**src/rtl/framebuf_loader.sv**
```systemverilog
// framebuf_loader
//   Accepts a raster-order RGB pixel stream and writes it into the back bank
//   of a double-buffered frame RAM. Each RAM word packs two pixels: the upper
//   half feeds the top panel half (rgb1), the lower half feeds the bottom
//   panel half (rgb2). The bank seen by the scanner only flips on a scanner
//   frame_end pulse after a complete frame has been written.
//
// Ports:
//   clk_in       system clock
//   rst          asynchronous reset, active low
//   s_valid      pixel stream valid
//   s_ready      loader can accept a pixel (low while waiting for a swap)
//   s_sof        start of frame, marks pixel index 0
//   s_pixel      {R,G,B}, R in the MSBs
//   frame_end    scanner pulse at the end of a refresh pass
//   wr_en        RAM write strobe (one cycle per written pixel)
//   wr_addr      {bank, word}
//   wr_data      pixel replicated into both halves
//   wr_be        half enables: [1] upper 24 bits, [0] lower 24 bits
//   disp_bank    bank the scanner reads
//   err          one-cycle pulse when sof arrives in the middle of a frame
//   frame_count  completed and swapped frames, wraps at 255
module framebuf_loader #(
    parameter int pixel_depth  = 8,
    parameter int panel_width  = 64,
    parameter int panel_height = 32,
    parameter int addr_width   = 10,
    parameter int data_width   = 6 * pixel_depth
) (
    input  logic                     clk_in,
    input  logic                     rst,
    input  logic                     s_valid,
    output logic                     s_ready,
    input  logic                     s_sof,
    input  logic [3*pixel_depth-1:0] s_pixel,
    input  logic                     frame_end,
    output logic                     wr_en,
    output logic [addr_width:0]      wr_addr,
    output logic [data_width-1:0]    wr_data,
    output logic [1:0]               wr_be,
    output logic                     disp_bank,
    output logic                     err,
    output logic [7:0]               frame_count
);

    localparam int col_w = $clog2(panel_width);
    localparam int row_w = $clog2(panel_height);

    localparam logic [col_w-1:0] col_last = col_w'(panel_width - 1);
    localparam logic [row_w-1:0] row_last = row_w'(panel_height - 1);
    localparam logic [row_w-1:0] row_half = row_w'(panel_height / 2);

    typedef enum logic [1:0] {
        IDLE,
        WRITE,
        WAIT_SWAP
    } state_t;

    state_t           state, state_n;
    logic [col_w-1:0] col, col_n;
    logic [row_w-1:0] row, row_n;
    logic             disp_bank_n;
    logic [7:0]       frame_count_n;

    logic             xfer;
    logic             wr_c;
    logic             err_c;
    logic [col_w-1:0] wcol;
    logic [row_w-1:0] wrow;
    logic [row_w-1:0] wrow_lo;
    logic             half;
    logic [addr_width-1:0] word;

    assign s_ready = (state != WAIT_SWAP);
    assign xfer    = s_valid && s_ready;

    // Next state, counters and the (row, col) the current transfer writes.
    always_comb begin
        state_n       = state;
        col_n         = col;
        row_n         = row;
        disp_bank_n   = disp_bank;
        frame_count_n = frame_count;
        wr_c          = 1'b0;
        err_c         = 1'b0;
        wcol          = col;
        wrow          = row;

        case (state)
            IDLE: begin
                // Pixels without sof are accepted and discarded here.
                if (xfer && s_sof) begin
                    wr_c    = 1'b1;
                    wcol    = '0;
                    wrow    = '0;
                    col_n   = col_w'(1);
                    row_n   = '0;
                    state_n = WRITE;
                end
            end
            WRITE: begin
                if (xfer) begin
                    wr_c = 1'b1;
                    if (s_sof) begin
                        // Unexpected sof: restart the frame in the same bank.
                        err_c = 1'b1;
                        wcol  = '0;
                        wrow  = '0;
                        col_n = col_w'(1);
                        row_n = '0;
                    end else if (col == col_last) begin
                        col_n = '0;
                        if (row == row_last) begin
                            row_n   = '0;
                            state_n = WAIT_SWAP;
                        end else begin
                            row_n = row + row_w'(1);
                        end
                    end else begin
                        col_n = col + col_w'(1);
                    end
                end
            end
            WAIT_SWAP: begin
                if (frame_end) begin
                    disp_bank_n   = ~disp_bank;
                    frame_count_n = frame_count + 8'd1;
                    state_n       = IDLE;
                end
            end
            default: state_n = IDLE;
        endcase
    end

    // Fold the bottom panel half onto the same word range as the top half.
    always_comb begin
        half    = (wrow >= row_half);
        wrow_lo = half ? (wrow - row_half) : wrow;
        word    = addr_width'(wrow_lo) * addr_width'(panel_width) + addr_width'(wcol);
    end

    always_ff @(posedge clk_in or negedge rst) begin
        if (!rst) begin
            state       <= IDLE;
            col         <= '0;
            row         <= '0;
            disp_bank   <= 1'b0;
            frame_count <= '0;
            wr_en       <= 1'b0;
            wr_addr     <= '0;
            wr_data     <= '0;
            wr_be       <= '0;
            err         <= 1'b0;
        end else begin
            state       <= state_n;
            col         <= col_n;
            row         <= row_n;
            disp_bank   <= disp_bank_n;
            frame_count <= frame_count_n;
            wr_en       <= wr_c;
            err         <= err_c;
            if (wr_c) begin
                wr_addr <= {~disp_bank, word};
                wr_data <= {s_pixel, s_pixel};
                wr_be   <= half ? 2'b01 : 2'b10;
            end
        end
    end

endmodule

```
**config.mk**
```make
export PLATFORM = sky130hd
export DESIGN_NAME = framebuf_loader
export DESIGN_NICKNAME = d
export VERILOG_FILES = /design/src/rtl/framebuf_loader.sv
export SDC_FILE = /design/constraint.sdc
export NUM_CORES = 1
export LEC_CHECK = 0
export BUFFER_PORTS_ARGS = -buffer_cell sky130_fd_sc_hd__buf_4
export CAP_MARGIN = 0
export CORE_MARGIN = 3
export CORE_UTILIZATION = 50
export CTS_CLUSTER_DIAMETER = 120
export DETAILED_ROUTE_END_ITERATION = 10
export GPL_TIMING_DRIVEN = 1
export PLACE_DENSITY = 0.9
export RECOVER_POWER = 100
export SETUP_SLACK_MARGIN = 0.1
export SYNTH_ARGS = -nofsm -noshare
export SYNTH_HDL_FRONTEND = slang
export SYNTH_SLANG_ARGS = --single-unit
```
**constraint.sdc**
```tcl
create_clock -name clk_in -period 4.9 [get_ports clk_in]
set_input_delay 0.245 -clock clk_in [delete_from_list [all_inputs] [get_ports clk_in]]
set_output_delay 0.245 -clock clk_in [all_outputs]
set_load 0.02 [all_outputs]
```
==> results of run 1 <==
-- cell families after synthesis --
group | synth area share, %
AO/OA/AOI/OAI | 9.89
XOR/XNOR | 2.53
flip-flops | 55.1
buffers and inverters | 9.80
AND/OR/NAND/NOR | 19.7
adder cells (fa/ha/maj) | 2.17
multiplexers | 0.768
-- area by class of cell --
class | count | area (sq um)
fill | 495 | 1980
sequential | 61 | 1530
multi-input combinational | 177 | 957
timing repair buffer | 102 | 488
clock buffer | 14 | 173
tap | 70 | 87.6
inverter | 5 | 18.8
clock inverter | 1 | 5.00
-- synth_stat cells, types with 2 or more instances --
master	count	area share, %
nand2_1	87	12
dfrtp_1	61	55
buf_4	25	6.8
a22o_1	12	3.8
nor2_1	8	1.1
nand3_1	7	1.3
o21ai_1	7	1.3
xnor2_1	7	2.2
o21ai_0	5	0.90
a21oi_1	4	0.72
buf_2	4	0.72
ha_1	4	1.8
inv_1	4	0.54
o211ai_1	4	1.1
and3_1	3	0.68
buf_6	3	1.2
nor3_1	3	0.54
or4_1	3	0.81
a211oi_1	2	0.54
clkbuf_1	2	0.27
nand2b_1	2	0.45
nand3b_1	2	0.54
nand4_1	2	0.45
nor2b_1	2	0.45
or3_1	2	0.45
-- worst paths after layout --
path	from	slack, ns	to	cells past startpoint
worst max-delay path	state[0]	2.11	col[2]	4
worst min-delay path	s_pixel[2]	0.11	wr_data[26]	3
worst max register to register	state[0]	2.11	col[2]	4
worst min register to register	frame_count[7]	0.47	frame_count[7]	1
max in group asynchronous	rst	2.20	row[3]	1
min in group asynchronous	rst	0.94	frame_count[5]	1
-- layer usage --
layer | vias up | part of all wire, %
li1 | 1063 | -
met1 | 1028 | 44
met2 | 86 | 47
met3 | 9 | 8.0
met4 | 0 | 1.5
met5 | - | 0
-- worst max-delay path, stage by stage (launching register included) --
cell and delay (ns):
dfrtp_1 0.53, or3b_1 0.52, nor3b_1 1.37, nand2_1 0.11
o21ai_0 0.18
-- stage by stage --
step / power (mW) / cell area [sq um] / worst slack [ns] / hold WS (ns)
2_1_floorplan: 0.701 / 2770 / 3.20 / -0.0506
3_3_place_gp: 0.782 / 3380 / 2.99 / 0.349
3_5_place_dp: 0.788 / 3380 / 2.92 / 0.365
4_1_cts: 1.18 / 3560 / 2.90 / 0.0108
5_1_grt: 1.18 / 3260 / 1.50 / 0.113
6_report: 1.13 / 3260 / 2.11 / 0.108
-- sequential cells by signal, indices dropped and copies added, names as in the netlist --
name	count
col	6
disp_bank	1
err	1
frame_count	8
row	5
state	2
wr_addr	11
wr_be	2
wr_data	24
wr_en	1
-- power by group through the flow --
stage | Combinational [mW] | Clock (mW) | Sequential [mW]
floorplan | 0.102 | 0 | 0.599
global placement | 0.213 | 0 | 0.569
detailed placement | 0.218 | 0 | 0.570
CTS | 0.217 | 0.404 | 0.562
global route | 0.193 | 0.425 | 0.565
finish | 0.175 | 0.394 | 0.560
==> reports/qor.csv, run 1 <==
metric,value,unit
Clock transition at path regs,0.07,ns
met2 Resource Use GR,30.0,%
Worst-Margin Slew,3.10,ns
Syn-to-layout area delta,17.5,%
Pint,0.809,mW
vias in the first global route,2105,
Critical Path End Type,flip-flop,
"Req. time, crit path",5.14,ns
Vias per Instance,5.08,
final slew viol count,78,
count of cell types in the netlist,38,
"flops & latches, synth",61,
met1 Use GR,24.6,%
Worst Path Arrival,3.03,ns
placed cells,415,
Mapped Nets,311,
Reg power frac,49.6,%
Final ANT Viol Nets,0,
HP Class,in -> reg,
Crit Path Class,reg -> reg,
Ports,102,
Comb power frac,15.5,%
power per cell area,347,nW/um^2
CTS max path bufs,2,
CTS resizes,0,
LEAKAGE,1.56,nW
Post-CTS Setup Bufs,0,
largest net degree at the start of global routing,62,
Vias,2186,
unrepaired setup endpoints after global routing,no,
core area,5240,sq um
Slew HR,-107,%
clock share of power,34.9,%
syn avg cell area,9.96,sq um
violated checks,"max-capacitance violations, max-slew violations",
IO buf count,101,
worst vdd ir,0.171,mV
MaxCap Viol Count,2,
Initial Utilization,52.9,%
Mapped Cells,278,
met3 usage,4.15,%
"most common cell after layout, fill and taps aside",nand2_1,
"commonest non-fill, non-tap cells in the layout","nand2_1 (87), clkbuf_1 (76), dfrtp_1 (61), buf_4 (28)",
CP Launch Type,flip-flop,
initial antenna violation count,0,
cell area after synthesis,2770,sq um
GP Congestion,0.781,
Post-synth EDFFs,0,
GRT busiest layer,met2,
"Max FO, Critical Path",15,
Total Die Area,6470,sq um
Switching Share,28.4,%
layout cell share with drive strength beyond 1,11.9,%
1st-iter DRT viols,99,
# diodes,0,
CTS tree,built,
die height,80.4,microns
status,"finished, violations left",
final hold violation count,0,
GRT Total Usage,18.7,%
post-synthesis sequential area ratio,55.1,%
GR Overflow Total,0,
cts bufs inserted,9,
Period minus WS final,2.79,ns
crit share post-route,56.9,%
Hold Buf Count CTS,0,
Final Non-Filler Cells,430,
Worst Skew,0.00562,ns
CTS Root Cell,clkbuf_8,
fin util,62.2,%
row count,26,
clock sink total,61,
Peak Freq,359,MHz
HPWL after DPL,3980,microns
Yosys warning count,0,
die width,80.4,microns
DR pass1 iterations,4,
NetSw,0.320,mW
DRT Wirelength,5790,microns
asr flop ratio synth,100,%
H-tree Lvls,3,
wire per inst,13.5,microns
# setup viols final,0,
clk_lat worst skew,0.32,ns
Synth Flop Type,dfrtp_1,
TNS Setup,0,ns
# nets final,389,
drc violations,0,
first-pass GRT wire length,9450,microns
(Power assumes the default switching activity.)
==> inputs of run 2 (changes only) <==
ABC_AREA = 1   (was default)
PLACE_DENSITY = 0.89   (was 0.9)
clock period = 2.6 ns   (was 4.9 ns; I/O delays follow)
==> run 2 against run 1 <==
  * The run now ends clean
  * Sequential cell count did not move
  * Fmax rose by 54%
  * Routed wire length rose by 28%
  * Clock-buffer cell count fell by 1
  * Power rose to 3.5 times the previous value
  * Die area rose by 4.7%
  * Critical endpoint is now col[3]
  * Combinational power rose to 9.1 times the previous value
  * Sequential power rose to 2.7 times the previous value
  * First-iteration DRC count rose by 37%
  * Register-to-register slack got worse by 1.3 ns
  * Setup slack got worse by 1.3 ns
  * Highest routed layer unchanged
  * Final cell count rose by 23%
==> reports/qor.csv, run 2 <==
metric,value,unit,change
power per cell area,1080,nW/um^2,+210%
HP Class,in -> reg,,
Vias per Instance,4.95,,-2.5%
Vias,2611,,+19%
"most common cell after layout, fill and taps aside",nand2_1,,
cell area after synthesis,2910,sq um,+5.1%
Mapped Cells,351,,+26%
status,"complete, no violations",,
HPWL after DPL,4730,microns,+19%
1st-iter DRT viols,136,,+37%
Top Registers,"wr_data x24, wr_addr x11, frame_count x8",,
Peak Freq,552,MHz,+54%
# setup viols final,0,,unchanged
wire per inst,14.1,microns,+4.6%
CTS Root Cell,clkbuf_8,,
H-tree Lvls,3,,unchanged
cts bufs inserted,9,,unchanged
crit path from,state[1],,
design area,3620,sq um,+11%
LEAKAGE,1.88,nW,+20%
Critical Path End Type,flip-flop,,
Period minus WS final,1.81,ns,-0.975 ns
initial antenna violation count,0,,unchanged
Mapped Nets,384,,+23%
final hold violation count,0,,unchanged
largest cells by area after synthesis,"dfrtp_1 (52%), nand2_1 (19%), buf_4 (7.5%), inv_1 (3.7%), nand3_1 (2.6%)",,
Yosys warning count,0,,unchanged
count of cell types in the netlist,24,,-37%
worst reg2reg path startpoint,state[1],,
# nets final,483,,+24%
Slew HR,0.922,%,+110 points
IO buf count,101,,unchanged
Clock transition at path regs,0.07,ns,about the same
# diodes,0,,unchanged
post-synthesis sequential area ratio,52.4,%,-2.7 points
MaxCap Viol Count,0,,-2
clk_lat worst skew,0.34,ns,+0.02 ns
"commonest non-fill, non-tap cells in the layout","nand2_1 (149), clkbuf_1 (73), dfrtp_1 (61), inv_1 (31), buf_4 (28)",,
CP Launch Type,flip-flop,,
most frequent cell after synthesis,nand2_1,,
TNS Setup,0,ns,unchanged
asr flop ratio synth,100,%,unchanged
Post-CTS Setup Bufs,0,,unchanged
"Max FO, Critical Path",20,,+5
DR pass1 iterations,4,,unchanged
CTS max path bufs,2,,unchanged
worst hold slack,0.0108,ns,-0.0970 ns
worst vdd ir,0.557,mV,+230%
top-area cell type share of the netlist area,52.4,%,-2.7 points
largest net degree at the start of global routing,62,,unchanged
GRT Total Usage,21.6,%,+2.9 points
max reg flops,24,,unchanged
"flops & latches, synth",61,,unchanged
Crit Path Class,reg -> reg,,
core area,5570,sq um,+6.4%
Post-synth EDFFs,0,,unchanged
CTS tree,built,,
GR Overflow Total,0,,unchanged
Top reg by flops,wr_data,,
clock sink total,61,,unchanged
Worst Path Arrival,2.06,ns,-0.97 ns
"top cells by count, synth","nand2_1 (146), dfrtp_1 (61), buf_4 (29), inv_1 (29), nand3_1 (15)",,
row count,27,,+3.8%
Final ANT Viol Nets,0,,unchanged
first-pass GRT wire length,11100,microns,+17%
hold_sp,s_pixel[12],,
die width,82.3,microns,+2.3%
unrepaired setup endpoints after global routing,no,,
crit share post-route,69.7,%,+13 points
DRT Wirelength,7420,microns,+28%
Worst-Margin Slew,1.49,ns,-1.61 ns
vias in the first global route,2416,,+15%
final slew viol count,0,,-100%
die height,82.3,microns,+2.3%
syn avg cell area,8.29,sq um,-17%
layout cell share with drive strength beyond 1,11.0,%,-0.96 points
Initial Utilization,52.2,%,-0.66 points
cell area after placement,3530,sq um,+4.4%
Worst Skew,0.00760,ns,+0.00198 ns
"Req. time, crit path",2.85,ns,-2.29 ns
Synth Flop Type,dfrtp_1,,
Total Die Area,6770,sq um,+4.7%
GP Congestion,0.805,,+3.1%
post-synth top area cell,dfrtp_1,,
Syn-to-layout area delta,24.2,%,
drc violations,0,,unchanged
Ports,102,,unchanged
==> run 2: worst max-delay path, cell delays in order (launching register included) <==
cell and delay, ns:
dfrtp_1 0.42, inv_1 0.14, nand2_1 0.12, nor2_4 0.40
buf_4 0.29, nand2_1 0.07, nand2_1 0.06, nand2_1 0.05
a21oi_1 0.17
==> run 2: per-stage QoR <==
step           utilization (%)  std cells  total power, mW  setup slack, ns
3_3_place_gp              63.3        492             3.40            0.975
4_1_cts                   70.3        527             4.29            0.870
5_1_grt                   64.9        527             4.17            0.592
2_1_floorplan                -        351             2.82             1.24
3_5_place_dp              63.3        492             3.46            0.891
6_report                  64.9        527             3.92            0.789
==> run 2: worst paths after layout <==
path	endpoint	slack, ns	cells after the start
min in group asynchronous	wr_data[41]	0.69	2
setup reg to reg	col[3]	0.79	8
hold reg to reg	wr_addr[3]	0.49	2
setup / recovery	col[3]	0.79	8
hold / removal	wr_data[36]	0.01	3
max in group asynchronous	frame_count[0]	1.02	2
==> run 2: final cells by class <==
| class | instances | area (sq um) |
|---|---|---|
| fillers | 507 | 1960 |
| flip-flops and latches | 61 | 1530 |
| multi-input cells | 226 | 1010 |
| repair buffers | 121 | 679 |
| clock buffers | 13 | 179 |
| inverters | 31 | 116 |
| well taps | 72 | 90.1 |
| clock inverters | 3 | 17.5 |
==> run 2: cells by family after synthesis <==
| family | synth area share [%] |
|---|---|
| compound gates | 4.64 |
| simple gates | 27.2 |
| xor+xnor | 1.81 |
| fa+ha+maj | 1.72 |
| buf+inv | 12.2 |
| flops | 52.4 |
==> run 2: report_power, final <==
group	switching (mW)	leakage (nW)	internal, mW
Sequential	0.266	0.787	1.24
Clock	0.366	0.101	0.447
Combinational	1.18	0.992	0.415
Total	1.81	1.88	2.10
==> run 2: repair_timing <==
item	in CTS	in global routing
hold buffers	19	0
hold endpoints to repair	79	0
gates resized for setup	0	0
endpoints found under the setup margin	0	0
==> run 2: metal layers <==
layer | part of all wire, % | wire length [microns] | track usage (%) | vias up
met4 | 1.5 | 112 | 7.81 | 0
met3 | 7.7 | 569 | 7.05 | 16
met1 | 43 | 3180 | 24.9 | 1229
met5 | 0 | 0 | 0 | -
met2 | 48 | 3570 | 37.3 | 102
li1 | - | - | - | 1264
==> inputs of run 3 (changes only) <==
clock period = 1.8 ns   (was 2.6 ns; I/O delays follow)
==> run 3 against run 2 <==
  * Critical path depth up 3
  * Global-route usage down 0.73 points
  * Clock-buffer cell count did not move
  * Die area unchanged
  * Setup slack worse by 0.63 ns
  * Routed wire length shrank 3.0%
  * Via count grew 1.1%
  * Fmax is 11% higher
  * Clock power rose by 35%
  * Worst hold slack better by 0.028 ns
  * Largest power group unchanged
  * Highest routed layer unchanged
==> reports/qor.csv, run 3 (synthesis results as in run 2) <==
metric,value,unit,change
"most common cell after layout, fill and taps aside",nand2_1,,
Period minus WS final,1.64,ns,-0.173 ns
wire per inst,13.4,microns,-4.6%
Initial Utilization,52.2,%,unchanged
Place WS,0.236,ns,-0.655 ns
Crit Path Class,reg -> reg,,
# nets final,493,,+2.1%
status,"complete, no violations",,
Worst-Margin Slew,0.763,ns,-0.723 ns
die width,82.3,microns,unchanged
1st-iter DRT viols,109,,-20%
Clock transition at path regs,0.06,ns,about the same
H-tree Lvls,3,,unchanged
CTS Root Cell,clkbuf_8,,
IO buf count,101,,unchanged
core area,5570,sq um,unchanged
final hold violation count,0,,unchanged
HP Class,in -> reg,,
Slew HR,49.1,%,+48 points
storage element area,1530,sq um,about the same
worst reg2reg path startpoint,row[0],,
Hold Path Stages,4,,+1
Worst Path Arrival,1.89,ns,-0.17 ns
# setup viols final,0,,unchanged
GP Congestion,0.888,,+10%
hold_sp,frame_end,,
LEAKAGE,1.92,nW,+2.1%
GR Overflow Total,0,,unchanged
Final ANT Viol Nets,0,,unchanged
die height,82.3,microns,unchanged
worst hold slack,0.0386,ns,+0.0279 ns
Final WS setup,0.162,ns,-0.627 ns
Critical Path End Type,flip-flop,,
Vias,2641,,+1.1%
CTS tree,built,,
worst r2r path cells,11,,+3
"Req. time, crit path",2.05,ns,-0.80 ns
Top Registers,"wr_data x24, wr_addr x11, frame_count x8",,
CP Launch Type,flip-flop,,
row count,27,,unchanged
unrepaired setup endpoints after global routing,yes,,
CTS max path bufs,2,,unchanged
Vias per Instance,4.93,,-0.55%
Peak Freq,611,MHz,+11%
Ports,102,,unchanged
max reg flops,24,,unchanged
initial antenna violation count,0,,unchanged
layout cell share with drive strength beyond 1,11.4,%,+0.43 points
"Max FO, Critical Path",6,,-70%
final slew viol count,0,,unchanged
MaxCap Viol Count,0,,unchanged
drc violations,0,,unchanged
worst vdd ir,0.711,mV,+27%
Total Die Area,6770,sq um,unchanged
HPWL after DPL,4700,microns,-0.78%
Reg2Reg Setup Slack,0.16,ns,-0.63 ns
Reg2Reg Capture Point,state[1],,
Hold EP,state[1],,
TNS Setup,0,ns,unchanged
Worst Skew,0.00561,ns,-0.00200 ns
vias in the first global route,2467,,+2.1%
GRT Total Usage,20.9,%,-0.73 points
clock sink total,61,,unchanged
DRT Wirelength,7200,microns,-3.0%
crit share post-route,91.0,%,+21 points
Syn-to-layout area delta,27.8,%,
power per cell area,1520,nW/um^2,+40%
first-pass GRT wire length,10800,microns,-2.5%
# fillers,501,,-1.2%
clk_lat worst skew,0.32,ns,-0.02 ns
Top reg by flops,wr_data,,
DR pass1 iterations,5,,+1
# diodes,0,,unchanged
multi-input logic area,1020,sq um,+0.74%
cts bufs inserted,9,,unchanged
largest net degree at the start of global routing,62,,unchanged
"commonest non-fill, non-tap cells in the layout","nand2_1 (148), clkbuf_1 (77), dfrtp_1 (60), buf_4 (31), inv_1 (29)",,
-- run 3: cell types whose count changed in the layout (fill, tap and decap cells not counted), moves of 2 or more --
cell	previous run	this run
buf_4	28	31
inv_2	0	2
dlygate4sd3_1	19	25
clkbuf_1	73	77
buf_12	0	2
inv_1	31	29
clkbuf_8	13	9
-- run 3: layer usage --
layer	routed length [microns]	GRT usage [%]	share of wire, %
met3	549	5.53	7.6
met2	3430	36.2	48
met1	3100	24.4	43
met4	116	8.31	1.6
met5	0	0	0
-- run 3: where the power goes --
group          total, mW  internal, mW  switching [mW]
registers           2.18          1.80           0.381
logic               2.37         0.661            1.71
clock network       1.10         0.632           0.471
total               5.65          3.09            2.56
-- run 3: area by class of cell --
type / instances / share of cell area, %
flip-flops and latches: 61 / 41.1
multi-input cells: 226 / 27.3
repair buffers: 131 / 21.4
clock buffers: 13 / 3.73
inverters: 31 / 3.13
well taps: 72 / 2.42
clock inverters: 2 / 0.941
-- run 3: what timing repair did --
item	in CTS	in global routing
setup endpoints to repair	0	1
buffers inserted	0	3
hold buffers	24	1
endpoints found under the hold margin	84	1
resized for setup	0	5
-- run 3: worst max-delay path by stage --
stage	startpoint	endpoint	slack (ns)	depth (start not counted)
final	row[0]	state[1]	0.16	11
after global routing	col[0]	row[3]	0.04	8
after CTS	row[0]	state[0]	0.21	11
after detailed placement	row[0]	state[0]	0.24	11
after global placement	row[0]	state[0]	0.36	11
after floorplan	row[0]	state[0]	0.44	11
-- run 3: through the flow --
step | cells | power (mW) | area (sq um) | utilization, %
floorplan | 351 | 4.07 | 2910 | -
global placement | 493 | 4.95 | 3560 | 63.9
detailed placement | 493 | 5.03 | 3560 | 63.9
CTS | 532 | 6.21 | 3980 | 71.3
global route | 536 | 6.07 | 3720 | 66.8
finish | 536 | 5.65 | 3720 | 66.8
-- run 3: worst max-delay path, cell delays in order, from the launching register on --
cell	delay, ns
dfrtp_2	0.41
ha_1	0.19
nand2_1	0.07
nor2_1	0.15
ha_1	0.21
inv_2	0.04
nor2_2	0.09
nand3_1	0.09
nand2_1	0.10
buf_4	0.10
nand3_1	0.06
nand2_1	0.06
